--- src/rtl/sprite_sdr_bridge.sv ---
// Sprite row-fetch to SDRAM read-channel bridge: one 4x16-bit burst per request,
// a depth-1 pending slot, refresh requests from idle hints and a stall timeout.
module sprite_sdr_bridge #(
  parameter int unsigned TIMEOUT = 63
) (
  input  logic        clk_ram,
  input  logic        reset,
  input  logic        req,
  input  logic [24:0] addr,
  input  logic        refresh_hint,
  output logic [63:0] data,
  output logic        rdy,
  output logic        busy,
  output logic        err,
  output logic [24:0] ram_addr,
  output logic        ram_rd,
  output logic        ram_refresh,
  input  logic        ram_ack,
  input  logic        ram_valid,
  input  logic [15:0] ram_data,
  output logic [2:0]  dbg_state
);

  // Handshake: ram_rd / ram_refresh are held high until a cycle in which
  // ram_ack is sampled high; ram_valid only counts while waiting for data.

  typedef enum logic [2:0] {
    ST_IDLE    = 3'd0,
    ST_REQ     = 3'd1,
    ST_WAIT    = 3'd2,
    ST_DONE    = 3'd3,
    ST_REFRESH = 3'd4
  } state_e;

  localparam logic [8:0] TO_LIM = 9'(TIMEOUT);

  state_e      state_q;
  logic        req_q;
  logic        pend_v_q;
  logic [21:0] pend_addr_q;
  logic [1:0]  word_q;
  logic [7:0]  tcnt_q;
  logic [63:0] data_sr_q;
  logic [63:0] data_q;
  logic        rdy_q;
  logic        err_q;
  logic [24:0] ram_addr_q;
  logic        ram_rd_q;
  logic        ram_refresh_q;

  logic        req_edge;
  logic [24:0] line_addr;
  logic [24:0] pend_line_addr;
  logic [63:0] sr_ins;
  logic        timeout_hit;
  logic        capture_ok;

  assign req_edge       = req & ~req_q;
  assign line_addr      = {addr[24:3], 3'b000};
  assign pend_line_addr = {pend_addr_q, 3'b000};
  // The abort fires on the WAIT cycle whose count reaches TIMEOUT.
  assign timeout_hit    = ({1'b0, tcnt_q} + 9'd1) == TO_LIM;
  // IDLE and DONE decide for themselves what to do with a fresh edge.
  assign capture_ok     = (state_q == ST_REQ) || (state_q == ST_WAIT) ||
                          (state_q == ST_REFRESH);

  always_comb begin
    sr_ins = data_sr_q;
    case (word_q)
      2'd0:    sr_ins[15:0]  = ram_data;
      2'd1:    sr_ins[31:16] = ram_data;
      2'd2:    sr_ins[47:32] = ram_data;
      default: sr_ins[63:48] = ram_data;
    endcase
  end

  always_ff @(posedge clk_ram) begin
    if (reset) begin
      state_q       <= ST_IDLE;
      req_q         <= 1'b0;
      pend_v_q      <= 1'b0;
      pend_addr_q   <= '0;
      word_q        <= '0;
      tcnt_q        <= '0;
      data_sr_q     <= '0;
      data_q        <= '0;
      rdy_q         <= 1'b0;
      err_q         <= 1'b0;
      ram_addr_q    <= '0;
      ram_rd_q      <= 1'b0;
      ram_refresh_q <= 1'b0;
    end else begin
      req_q <= req;
      rdy_q <= 1'b0;

      if (capture_ok && req_edge) begin
        if (pend_v_q) begin
          err_q <= 1'b1;
        end else begin
          pend_v_q    <= 1'b1;
          pend_addr_q <= addr[24:3];
        end
      end

      case (state_q)
        ST_IDLE: begin
          if (req_edge) begin
            state_q    <= ST_REQ;
            ram_rd_q   <= 1'b1;
            ram_addr_q <= line_addr;
          end else if (pend_v_q) begin
            state_q    <= ST_REQ;
            ram_rd_q   <= 1'b1;
            ram_addr_q <= pend_line_addr;
            pend_v_q   <= 1'b0;
          end else if (refresh_hint) begin
            state_q       <= ST_REFRESH;
            ram_refresh_q <= 1'b1;
          end
        end

        ST_REQ: begin
          if (ram_ack) begin
            state_q  <= ST_WAIT;
            ram_rd_q <= 1'b0;
            word_q   <= '0;
            tcnt_q   <= '0;
          end
        end

        ST_WAIT: begin
          if (timeout_hit) begin
            state_q   <= ST_DONE;
            data_sr_q <= '0;
            data_q    <= '0;
            rdy_q     <= 1'b1;
            err_q     <= 1'b1;
          end else begin
            tcnt_q <= tcnt_q + 8'd1;
            if (ram_valid) begin
              data_sr_q <= sr_ins;
              word_q    <= word_q + 2'd1;
              if (word_q == 2'd3) begin
                state_q <= ST_DONE;
                data_q  <= sr_ins;
                rdy_q   <= 1'b1;
              end
            end
          end
        end

        ST_DONE: begin
          // An older queued address goes first; a same-cycle edge then overflows.
          if (pend_v_q) begin
            state_q    <= ST_REQ;
            ram_rd_q   <= 1'b1;
            ram_addr_q <= pend_line_addr;
            pend_v_q   <= 1'b0;
            if (req_edge) begin
              err_q <= 1'b1;
            end
          end else if (req_edge) begin
            state_q    <= ST_REQ;
            ram_rd_q   <= 1'b1;
            ram_addr_q <= line_addr;
          end else begin
            state_q <= ST_IDLE;
          end
        end

        ST_REFRESH: begin
          if (ram_ack) begin
            state_q       <= ST_IDLE;
            ram_refresh_q <= 1'b0;
          end
        end

        default: begin
          state_q <= ST_IDLE;
        end
      endcase
    end
  end

  assign data        = data_q;
  assign rdy         = rdy_q;
  assign busy        = (state_q != ST_IDLE);
  assign err         = err_q;
  assign ram_addr    = ram_addr_q;
  assign ram_rd      = ram_rd_q;
  assign ram_refresh = ram_refresh_q;
  assign dbg_state   = state_q;

endmodule
--- config.mk ---
export PLATFORM = sky130hd
export DESIGN_NAME = sprite_sdr_bridge
export DESIGN_NICKNAME = d
export VERILOG_FILES = /design/src/rtl/sprite_sdr_bridge.sv
export SDC_FILE = /design/constraint.sdc
export NUM_CORES = 1
export LEC_CHECK = 0
export CELL_PAD_IN_SITES_DETAIL_PLACEMENT = 1
export CELL_PAD_IN_SITES_GLOBAL_PLACEMENT = 1
export CORE_AREA = 10 10 134 161
export DETAILED_ROUTE_END_ITERATION = 10
export DIE_AREA = 0 0 144 171
export PLACE_DENSITY_LB_ADDON = 0.1
export SKIP_LAST_GASP = 1
export SYNTH_ARGS = -nofsm -noshare
export SYNTH_HDL_FRONTEND = slang
export SYNTH_SLANG_ARGS = --single-unit
--- constraint.sdc ---
create_clock -name clk_ram -period 3.1 [get_ports clk_ram]
set_input_delay 0.465 -clock clk_ram [delete_from_list [all_inputs] [get_ports clk_ram]]
set_output_delay 0.465 -clock clk_ram [all_outputs]
set_load 0.1 [all_outputs]
# After elaboration in Yosys (flattened, before gate mapping)
# Index checks and enable logic that the tools add are counted.
# totals
reg_bits	194
inputBits	47
out_inout_bits	97
wordCells	118
# op_classes
addsub	3
n_eq_ne	20
muxes	55
n_bitwise	4
reduce_logical	23
# ops
operator	n
64-bit 2-to-1 mux	5
25-bit 2-to-1 mux	4
16-bit 2-to-1 mux	4
25-bit case mux with 2 select lines	1
3-bit 2-to-1 mux	8
1-bit 2-to-1 mux	21
8-bit 2-to-1 mux	2
8-bit case mux with 2 select lines	1
3-bit case mux with 5 select lines	1
2-bit != test, second input constant	7
5-bit AND reduction	2
2-bit nonzero test	5
8-bit by 1-bit adder with 9-bit output, second input constant	1
9-bit by 6-bit equality test with 1-bit output, second input constant	1
3-bit != test, second input constant	3
3-bit AND reduction	3
8-bit by 1-bit adder with 8-bit output, second input constant	1
4-bit AND reduction	2
3-bit by 2-bit equality test with 1-bit output, second input constant	2
2-bit 2-to-1 mux	3
1-bit case mux with 2 select lines	3
3-bit nonzero test	2
2-bit equality test, second input constant	2
4-bit != test, second input constant	1
16 further kinds	20

# Logic depth before layout (Yosys ltp)
# Gate-level depths: netlist of run 1.
# logic_depth
word_depth	8
mapped_depth	8
mapped_depth_nobuf	7

# Least setup slack after synthesis of run 1
# No wires, ideal clock.
# synth_timing
path_type	register to register
start	register state_q[1], in the netlist dbg_state[1]
end	register data_sr_q[10]
t_arrival_ns	2.766
t_required_ns	2.983
setup_slack_ns	0.217
stages_incl_launch_ff	8
n_path_buf	3
path_cell_list	dfxtp_1 > buf_2 > or3b_1 > buf_2 > o41ai_4 > a31oi_1 > clkbuf_1 > a22o_1
# synth_between
elab_chain_cells	2
# synth_rtl
element	line_no	text
start: declaration	37	state_e state_q;
start signal: assignment	79	state_q <= ST_IDLE;
start signal: assignment	108	state_q <= ST_REQ;
start signal: assignment	112	state_q <= ST_REQ;
3-bit by 2-bit equality test with 1-bit output	105	case (state_q)
2-bit AND reduction (no source line)	n/a	
end signal: assignment	141	data_sr_q <= sr_ins;
end: declaration	43	logic [63:0] data_sr_q;
# No other way between the ends.
# A chain may end at the register's enable or synchronous reset.

# Worst setup path in the final report of run 1
# layout_timing
start	register tcnt_q[1]
end	register data_q[34], in the netlist data[34]
# layout_between
elab_chain_cells	4
# layout_rtl
element	line_no	text
start: declaration	42	logic [7:0] tcnt_q;
start signal: assignment	139	tcnt_q <= tcnt_q + 8'd1;
8-bit by 1-bit adder with 9-bit output *	62	assign timeout_hit = ({1'b0, tcnt_q} + 9'd1) == TO_LIM;
9-bit by 6-bit equality test with 1-bit output *	62	
2-bit nonzero test (no source line)	n/a	
3-bit AND reduction (no source line)	n/a	
end signal: assignment	145	data_q <= sr_ins;
end: declaration	44	logic [63:0] data_q;
# Every way passes the cells marked *; elsewhere a longest branch is shown, timed or not.

==> flow_metrics.py, run 1 <==
metrics = {
    "final_layout": {
        "mostFrequentLayoutCells": "dfxtp_1 (175), buf_4 (113), nor2_1 (107)",
        "drive_gt1_frac": 0.185,
        "design_area_mm2": 0.00898,
        "antenna_cells": 0,
        "fin_nets": 887,
        "final_common_cell": "dfxtp_1",
        "synthToLayoutAreaGrowth_pct": 27.3,
        "fillers": 2072,
    },
    "hold_path": {
        "hp-class": "primary input to flop",
        "hold_path_depth": 2,
    },
    "worst_setup_path": {
        "r2r_setup_slack_ps": 540,
        "critical_path_required_ps": 3380,
        "reg2regPathDepth": 6,
        "end_kind": "flop",
        "crit_family": "compound AO/OA/AOI/OAI gates",
        "crit_chain": "ha_1, nand3_1, mux2_2, o41ai_4, buf_4, a211oi_1",
        "worstSetupStartpointType": "flop",
        "critical_path.max_fanout": 48,
        "path_class": "flop to flop",
        "arrival_ps": 2830,
        "cpMaxStageDelayCell": "buf_4",
        "max_stage_delay_ps": 520,
        "cp_num_cells": 6,
        "path_buf_inv": 1,
    },
    "detailed_routing": {
        "drt-total-wl_um": 20200,
        "drtAntennaViolNets": 0,
        "avgRoutedWirePerCell_um": 18.8,
        "dr_total_vias": 5668,
        "first_pass_iters": 4,
        "drc": 0,
        "drtIter0Drc": 238,
        "via_per_inst": 5.27,
    },
    "cts": {
        "cts_root_buf": "clkbuf_16",
        "path_clk_slew_ps": 70,
        "cts-hold-fix-buffers": 0,
        "ctsResizeCount": 0,
        "cts_sinks": 175,
        "cts_max_path_buffers": 2,
        "cts-htree-levels": 4,
        "cts_tree": "built",
        "cts-buffers-inserted": 17,
        "cts_setup_buffers": 0,
        "clk_latency_ps": 420,
    },
    "synth": {
        "syn-cell-area_mm2": 0.00706,
        "syn_area_per_cell_um2": 9.65,
        "synth_compound_area_frac": 0.185,
        "synthXorXnorAreaFrac": 0.00124,
        "synth_ff_type": "dfxtp_1",
        "ys_ff_latch": 175,
        "syn_inst": 731,
        "synth_edf_count": 0,
        "synthAdderAreaFrac": 0.0106,
        "yosys-mux-area-fraction": 0.136,
        "yosysSeqAreaShare": 0.497,
        "yosys_warnings": 0,
        "ys_types": 47,
        "synth-simple-area-share": 0.121,
        "async_flop_share": 0,
        "synth_top_family_by_area": "compound AO/OA/AOI/OAI gates",
    },
    "power_and_ir_drop": {
        "p_leak_uw": 0.00359,
        "switching_share": 0.309,
        "combPwrFrac": 0.181,
        "p_switching_uw": 1750,
        "seqPwrFrac": 0.422,
        "pwr-share-clk": 0.397,
        "internal_power_uw": 3920,
        "irDropWorstVdd_mv": 0.414,
        "powerDensity_mw_per_mm2": 631,
    },
    "floorplan": {
        "die_h_um": 171,
        "rows": 55,
        "initial_utilization": 0.381,
        "ioPinCount": 144,
        "die_area_mm2": 0.0246,
        "fp.dieW_um": 144,
        "core_mm2": 0.0185,
    },
    "outcome": {
        "status": "completed",
    },
    "timing": {
        "layout_worst_path_cycle_share": 0.824,
        "fin_worst_skew_ps": 8.28,
        "worstMarginPinSlew_ps": 711,
        "rsz0062_at_grt": "no",
        "relSlewSlack": 0.526,
        "setup_tns_ps": 0,
        "finalSetupViolations": 0,
        "clock.fmax_mhz": 391,
        "slew_viol_final": 0,
        "finalCriticalPeriod_ps": 2560,
        "hold_viol": 0,
    },
    "grt": {
        "grt_pass1_vias": 6037,
        "grt_util_all_layers": 0.163,
        "grt_start_max_net_pins": 113,
        "grt_first_pass_wirelength_um": 32100,
        "grt_overflow": 0,
        "antenna_found_initial": 0,
    },
    "placement": {
        "port_buffers": 137,
        "place_area_mm2": 0.00836,
        "hpwl_um": 14200,
        "routabilityCongestion": 0.763,
    },
    "job": {
        "cap_violations": 0,
    },
}
==> sequential cells by signal, indices dropped and copies added, names as in the netlist, 2 cells and up <==
name and cells:
dbg_state 3, pend_addr_q 22, tcnt_q 8, word_q 2
data_sr_q 48, ram_addr 22, data 64
==> per-stage QoR <==
stage / setup WS (ps) / std cells / utilization / hold WS, ps / power (µW)
4_1_cts: 558 / 1075 / 0.485 / 379 / 5740
2_1_floorplan: 217 / 733 / - / 448 / 3200
3_3_place_gp: 574 / 1043 / 0.452 / 446 / 3450
3_5_place_dp: 475 / 1043 / 0.452 / 456 / 3480
6_report: 545 / 1075 / 0.485 / 390 / 5670
5_1_grt: 378 / 1075 / 0.485 / 400 / 5890
==> power groups by stage <==
| stage | Combinational (µW) | Sequential, µW | Clock (µW) |
|---|---|---|---|
| 6_report | 1020 | 2390 | 2250 |
| 4_1_cts | 1040 | 2390 | 2310 |
| 5_1_grt | 1080 | 2400 | 2400 |
| 2_1_floorplan | 379 | 2820 | 0 |
| 3_3_place_gp | 1010 | 2440 | 0 |
| 3_5_place_dp | 1030 | 2440 | 0 |
==> layer usage <==
layer	share of wire	up-vias	global-route usage
met5	0	-	0
met4	0.0079	0	0.0418
met3	0.071	15	0.0630
met2	0.49	116	0.276
met1	0.43	2728	0.186
li1	-	2809	-
==> Yosys cell counts (4+ instances only) <==
library cell | instances | share of area
nand2_1 | 55 | 0.029
a211oi_1 | 75 | 0.080
buf_2 | 16 | 0.011
o21ai_0 | 5 | 0.0035
a21oi_1 | 23 | 0.016
a31oi_1 | 4 | 0.0035
inv_1 | 8 | 0.0043
dfxtp_1 | 175 | 0.50
nor2_1 | 108 | 0.057
ha_1 | 6 | 0.011
nor2b_1 | 5 | 0.0044
a22o_1 | 48 | 0.060
nor3_1 | 5 | 0.0035
mux2i_1 | 95 | 0.13
clkbuf_1 | 54 | 0.029
==> worst paths after layout <==
kind / start / end
max reg2reg: tcnt_q[1] / data[34]
max: tcnt_q[1] / data[34]
min reg2reg: data[61] / data[61]
min: reset / ram_refresh
==> final cells by class <==
class	count	area, µm²	share of cell area
Inverter	8	30.0	0.00334
Clock buffer	19	443	0.0493
Tap cell	228	285	0.0318
Multi-Input combinational cell	475	3250	0.362
Sequential cell	175	3500	0.390
Clock inverter	13	178	0.0198
Timing Repair Buffer	157	1290	0.144
==> cell families (layout without fill, tap and decap cells) <==
group,Yosys count,after routing
flip-flops,175,175
buffers and inverters,83,197
other,1,3
AO/OA/AOI/OAI,172,172
XOR/XNOR,1,1
AND/OR/NAND/NOR,197,197
adder cells (fa/ha/maj),6,6
multiplexers,96,96
No activity file was read; power rests on OpenSTA's default activity.
==> inputs of run 2 (changes only) <==
==> constraint.sdc (replaced) <==
create_clock -name clk_ram -period 2.5 [get_ports clk_ram]
set_input_delay 0.375 -clock clk_ram [delete_from_list [all_inputs] [get_ports clk_ram]]
set_output_delay 0.375 -clock clk_ram [all_outputs]
set_load 0.1 [all_outputs]
==> flow_metrics.py, run 2 (synthesis gave the netlist of run 1 again) <==
metrics = {
    "timing": {
        "holdWs_ps": 383,
        "setup_tns_ps": 0,
        "relSlewSlack": 0.344,
        "rsz0062_at_grt": "no",
        "finalCriticalPeriod_ps": 2320,
        "finalSetupViolations": 0,
        "slew_viol_final": 0,
        "clock.fmax_mhz": 431,
        "worstMarginPinSlew_ps": 983,
        "layout_worst_path_cycle_share": 0.927,
        "fin_worst_skew_ps": 9.53,
        "hold_viol": 0,
    },
    "job": {
        "cap_violations": 0,
    },
    "detailed_routing": {
        "met3_length_um": 1430,
        "highest_layer": "met4",
        "drtIter0Drc": 231,
        "dr_total_vias": 5759,
        "met2WireLength_um": 9840,
        "drc": 0,
        "first_pass_iters": 4,
        "drt-total-wl_um": 20200,
        "wl_met1_um": 8740,
        "drtAntennaViolNets": 0,
        "avgRoutedWirePerCell_um": 18.8,
        "via_per_inst": 5.34,
    },
    "final_layout": {
        "drive_gt1_frac": 0.196,
        "fillers": 2052,
        "final_common_cell": "dfxtp_1",
        "largest_register_ffs": 64,
        "mostFrequentLayoutCells": "dfxtp_1 (172), buf_4 (115), nor2_1 (107)",
        "synthToLayoutAreaGrowth_pct": 28.6,
        "fin_nets": 893,
        "antenna_cells": 0,
    },
    "grt": {
        "grt_util_all_layers": 0.163,
        "antenna_found_initial": 0,
        "grt_overflow": 0,
        "grt_start_max_net_pins": 113,
        "grt_first_pass_wirelength_um": 31900,
        "grt_pass1_vias": 6002,
    },
    "cts": {
        "cts_tree": "built",
        "cts_max_path_buffers": 2,
        "path_clk_slew_ps": 70,
        "clk_latency_ps": 420,
        "cts_root_buf": "clkbuf_16",
        "cts-hold-fix-buffers": 0,
        "cts_sinks": 175,
        "cts-htree-levels": 4,
        "cts-buffers-inserted": 17,
    },
    "outcome": {
        "status": "completed",
    },
    "floorplan": {
        "rows": 55,
        "die_h_um": 171,
        "fp.dieW_um": 144,
        "die_area_mm2": 0.0246,
        "core_mm2": 0.0185,
        "ioPinCount": 144,
        "initial_utilization": 0.381,
    },
    "worst_setup_path": {
        "arrival_ps": 2630,
        "end_kind": "flop",
        "reg2regPathDepth": 8,
        "critPathLaunch": "tcnt_q[0]",
        "r2r-end": "data_sr_q[31]",
        "critical_path_required_ps": 2810,
        "worstSetupStartpointType": "flop",
        "r2r_setup_slack_ps": 180,
        "path_class": "flop to flop",
        "critical_path.max_fanout": 16,
        "reg2reg_from": "tcnt_q[0]",
        "cp-endpoint": "data_sr_q[31]",
    },
    "placement": {
        "port_buffers": 137,
        "routabilityCongestion": 0.804,
        "hpwl_um": 14200,
    },
    "hold_path": {
        "min-delay-start": "reset",
        "hp-class": "primary input to flop",
    },
    "power_and_ir_drop": {
        "p_leak_uw": 0.00363,
        "irDropWorstVdd_mv": 0.420,
        "powerDensity_mw_per_mm2": 771,
    },
}
-- run 2: worst min-delay path by stage --
stage,end,slack [ps],cells after the start
after floorplan,data_sr_q[38],450,1
after global placement,data[63],450,2
after detailed placement,data[53],450,2
after CTS,ram_refresh,370,2
after global routing,req_q,400,2
final,req_q,380,2
-- run 2: power by group --
group          switching [µW]  internal [µW]  total (µW)
sequential               72.6           2890        2970
combinational             938            365        1300
clock                    1130           1600        2730
total                    2140           4860        7000
-- run 2: through the flow --
stage / setup slack [ps] / instance area (µm²) / utilization / cells / total power, µW
final: 181 / 9070 / 0.490 / 1079 / 7000
after global routing: 48.3 / 9070 / 0.490 / 1079 / 7270
after CTS: 73.8 / 9060 / 0.489 / 1078 / 7080
after detailed placement: 107 / 8460 / 0.457 / 1048 / 4340
after global placement: 149 / 8460 / 0.457 / 1048 / 4310
after floorplan: 33.9 / 7070 / - / 733 / 3970
-- run 2: critical path, cell delays in order, from the launching register on --
cell     delay, ps
dfxtp_2        380
ha_2           230
nand3_1        170
mux2_2         360
o41ai_4        340
buf_4          200
a31oi_1         50
buf_4          230
a22o_1         250
-- run 2: layout make-up --
cell class | instances | area, µm² | share of cell area
inverters | 8 | 30.0 | 0.00331
clock buffers | 18 | 439 | 0.0484
clock inverters | 12 | 161 | 0.0178
flip-flops and latches | 175 | 3510 | 0.387
repair buffers | 163 | 1390 | 0.153
multi-input cells | 475 | 3260 | 0.359
well taps | 228 | 285 | 0.0315
-- run 2: per-layer routing --
metal / track usage / vias up
li1: - / 2826
met1: 0.188 / 2804
met2: 0.273 / 112
met3: 0.0599 / 17
met4: 0.0467 / 0
met5: 0 / -
-- run 2: timing repair --
item / CTS / global route
hold endpoints to repair: 0 / 0
buffers inserted: 0 / 1
gates resized for setup: 0 / 2
endpoints found under the setup margin: 0 / 48
==> inputs of run 3 (changes only) <==
--- a/config.mk
+++ b/config.mk
@@ -5,11 +5,13 @@
 export SDC_FILE = /design/constraint.sdc
 export NUM_CORES = 1
 export LEC_CHECK = 0
+export ABC_CLOCK_PERIOD_IN_PS = 2500
 export CELL_PAD_IN_SITES_DETAIL_PLACEMENT = 1
 export CELL_PAD_IN_SITES_GLOBAL_PLACEMENT = 1
-export CORE_AREA = 10 10 134 161
+export CORE_AREA = 10 10 123 148
 export DETAILED_ROUTE_END_ITERATION = 10
-export DIE_AREA = 0 0 144 171
+export DIE_AREA = 0 0 133 158
+export DONT_BUFFER_PORTS = 1
 export PLACE_DENSITY_LB_ADDON = 0.1
 export SKIP_LAST_GASP = 1
 export SYNTH_ARGS = -nofsm -noshare
==> flow_metrics.py, run 3 (synthesis gave the netlist of run 1 again) <==
metrics = {
    "outcome": {
        "status": "completed",
    },
    "timing": {
        "setup_tns_ps": 0,
        "fin_worst_skew_ps": 6.44,
        "layout_worst_path_cycle_share": 0.945,
        "worstMarginPinSlew_ps": 720,
        "clock.fmax_mhz": 423,
        "relSlewSlack": 0.520,
        "finalCriticalPeriod_ps": 2360,
        "finalSetupViolations": 0,
        "rsz0062_at_grt": "no",
        "hold_viol": 0,
        "slew_viol_final": 0,
    },
    "worst_setup_path": {
        "max_stage_delay_ps": 420,
        "crit_family": "compound AO/OA/AOI/OAI gates",
        "reg2regPathDepth": 8,
        "critical_path_required_ps": 2810,
        "reg2reg_from": "tcnt_q[0]",
        "cpMaxStageDelayCell": "dfxtp_1",
        "path_buf_inv": 2,
        "r2r-end": "data_sr_q[12]",
        "worstSetupStartpointType": "flop",
        "path_class": "flop to flop",
        "cp_num_cells": 8,
        "critPathLaunch": "tcnt_q[0]",
        "arrival_ps": 2680,
        "r2r_setup_slack_ps": 140,
        "cp-endpoint": "data_sr_q[12]",
        "end_kind": "flop",
        "crit_chain": "ha_2, nand3_2, mux2_2, o41ai_4, buf_4, a31oi_1, buf_4, a22o_1",
        "critical_path.max_fanout": 16,
        "path_common_cell": "buf_4",
    },
    "placement": {
        "hpwl_um": 14000,
        "port_buffers": 0,
        "routabilityCongestion": 0.754,
    },
    "power_and_ir_drop": {
        "p_switching_uw": 2100,
        "powerDensity_mw_per_mm2": 795,
        "p_total_uw": 6820,
        "seqPwrFrac": 0.432,
        "combPwrFrac": 0.175,
        "p_leak_uw": 0.00345,
        "switching_share": 0.308,
        "pwr-share-clk": 0.393,
        "internal_power_uw": 4720,
        "irDropWorstVdd_mv": 0.424,
    },
    "grt": {
        "grt_first_pass_wirelength_um": 31800,
        "grt_util_all_layers": 0.186,
        "grt_overflow": 0,
        "grt_start_max_net_pins": 113,
        "grt_pass1_vias": 5902,
        "antenna_found_initial": 0,
    },
    "detailed_routing": {
        "drtIter0Drc": 253,
        "first_pass_iters": 4,
        "dr_total_vias": 5558,
        "drt-total-wl_um": 19700,
        "drc": 0,
        "via_per_inst": 5.48,
        "drtAntennaViolNets": 0,
        "avgRoutedWirePerCell_um": 19.4,
    },
    "floorplan": {
        "rows": 50,
        "initial_utilization": 0.460,
        "die_area_mm2": 0.0210,
        "die_h_um": 158,
        "ioPinCount": 144,
        "core_mm2": 0.0153,
        "fp.dieW_um": 133,
    },
    "final_layout": {
        "fillers": 1713,
        "fin_nets": 846,
        "largest_register_ffs": 64,
        "drive_gt1_frac": 0.205,
        "antenna_cells": 0,
        "mostFrequentLayoutCells": "dfxtp_1 (172), buf_4 (111), nor2_1 (107)",
        "synthToLayoutAreaGrowth_pct": 21.6,
        "final_common_cell": "dfxtp_1",
        "fin_util": 0.560,
    },
    "cts": {
        "cts-buffers-inserted": 17,
        "path_clk_slew_ps": 70,
        "cts-htree-levels": 4,
        "clk_latency_ps": 430,
        "cts_root_buf": "clkbuf_16",
        "cts_sinks": 175,
        "cts_max_path_buffers": 2,
        "cts_tree": "built",
    },
    "hold_path": {
        "hp-class": "primary input to flop",
    },
    "job": {
        "cap_violations": 0,
    },
}
==> run 3: worst register-to-register path, cell delays in order (launching register included) <==
cell,delay (ps)
dfxtp_1,420
ha_2,270
nand3_2,130
mux2_2,350
o41ai_4,340
buf_4,190
a31oi_1,50
buf_4,240
a22o_1,260
==> run 3: cell type report <==
| class | instances | area (µm²) | area share |
|---|---|---|---|
| Clock inverter | 14 | 155 | 0.0181 |
| Clock buffer | 18 | 439 | 0.0512 |
| Timing Repair Buffer | 116 | 933 | 0.109 |
| Tap cell | 208 | 260 | 0.0303 |
| Sequential cell | 175 | 3510 | 0.409 |
| Inverter | 8 | 30.0 | 0.00350 |
| Multi-Input combinational cell | 475 | 3250 | 0.379 |
==> run 3: how the worst min path moves through the flow <==
stage                        startpoint              end  slack (ps)  cells past startpoint
final                             reset        tcnt_q[7]          20                      1
after global placement            reset        tcnt_q[7]         460                      1
after floorplan           data_sr_q[38]    data_sr_q[38]         450                      1
after CTS                         reset      ram_refresh           6                      1
after detailed placement          reset  pend_addr_q[21]         460                      1
after global routing              reset        tcnt_q[4]           6                      1
==> run 3: routing by layer <==
layer	part of all wire	GRT usage	vias to the layer above
li1	-	-	2723
met1	0.40	0.204	2700
met3	0.085	0.0808	21
met4	0.013	0.0561	0
met2	0.50	0.319	114
met5	0	0	-
==> run 3: power groups by stage <==
stage | registers (µW) | clock network (µW) | logic [µW]
after floorplan | 3500 | 0 | 471
after global placement | 3000 | 0 | 1170
after detailed placement | 3010 | 0 | 1200
after CTS | 2940 | 2720 | 1210
after global routing | 2950 | 2840 | 1270
final | 2940 | 2680 | 1200
==> run 3: per-stage QoR <==
step	std cells	instance area [µm²]	hold WS, ps	setup slack (ps)
6_report	1014	8580	24.4	137
5_1_grt	1014	8580	5.65	22.2
4_1_cts	1013	8560	5.55	65.6
3_5_place_dp	981	7970	463	101
3_3_place_gp	981	7970	459	180
2_1_floorplan	733	7070	448	33.9
==> run 3: timing repair <==
action | in CTS | in global routing
resized for setup | 0 | 3
buffers inserted | 0 | 1
hold buffers | 0 | 0
setup endpoints to repair | 0 | 96
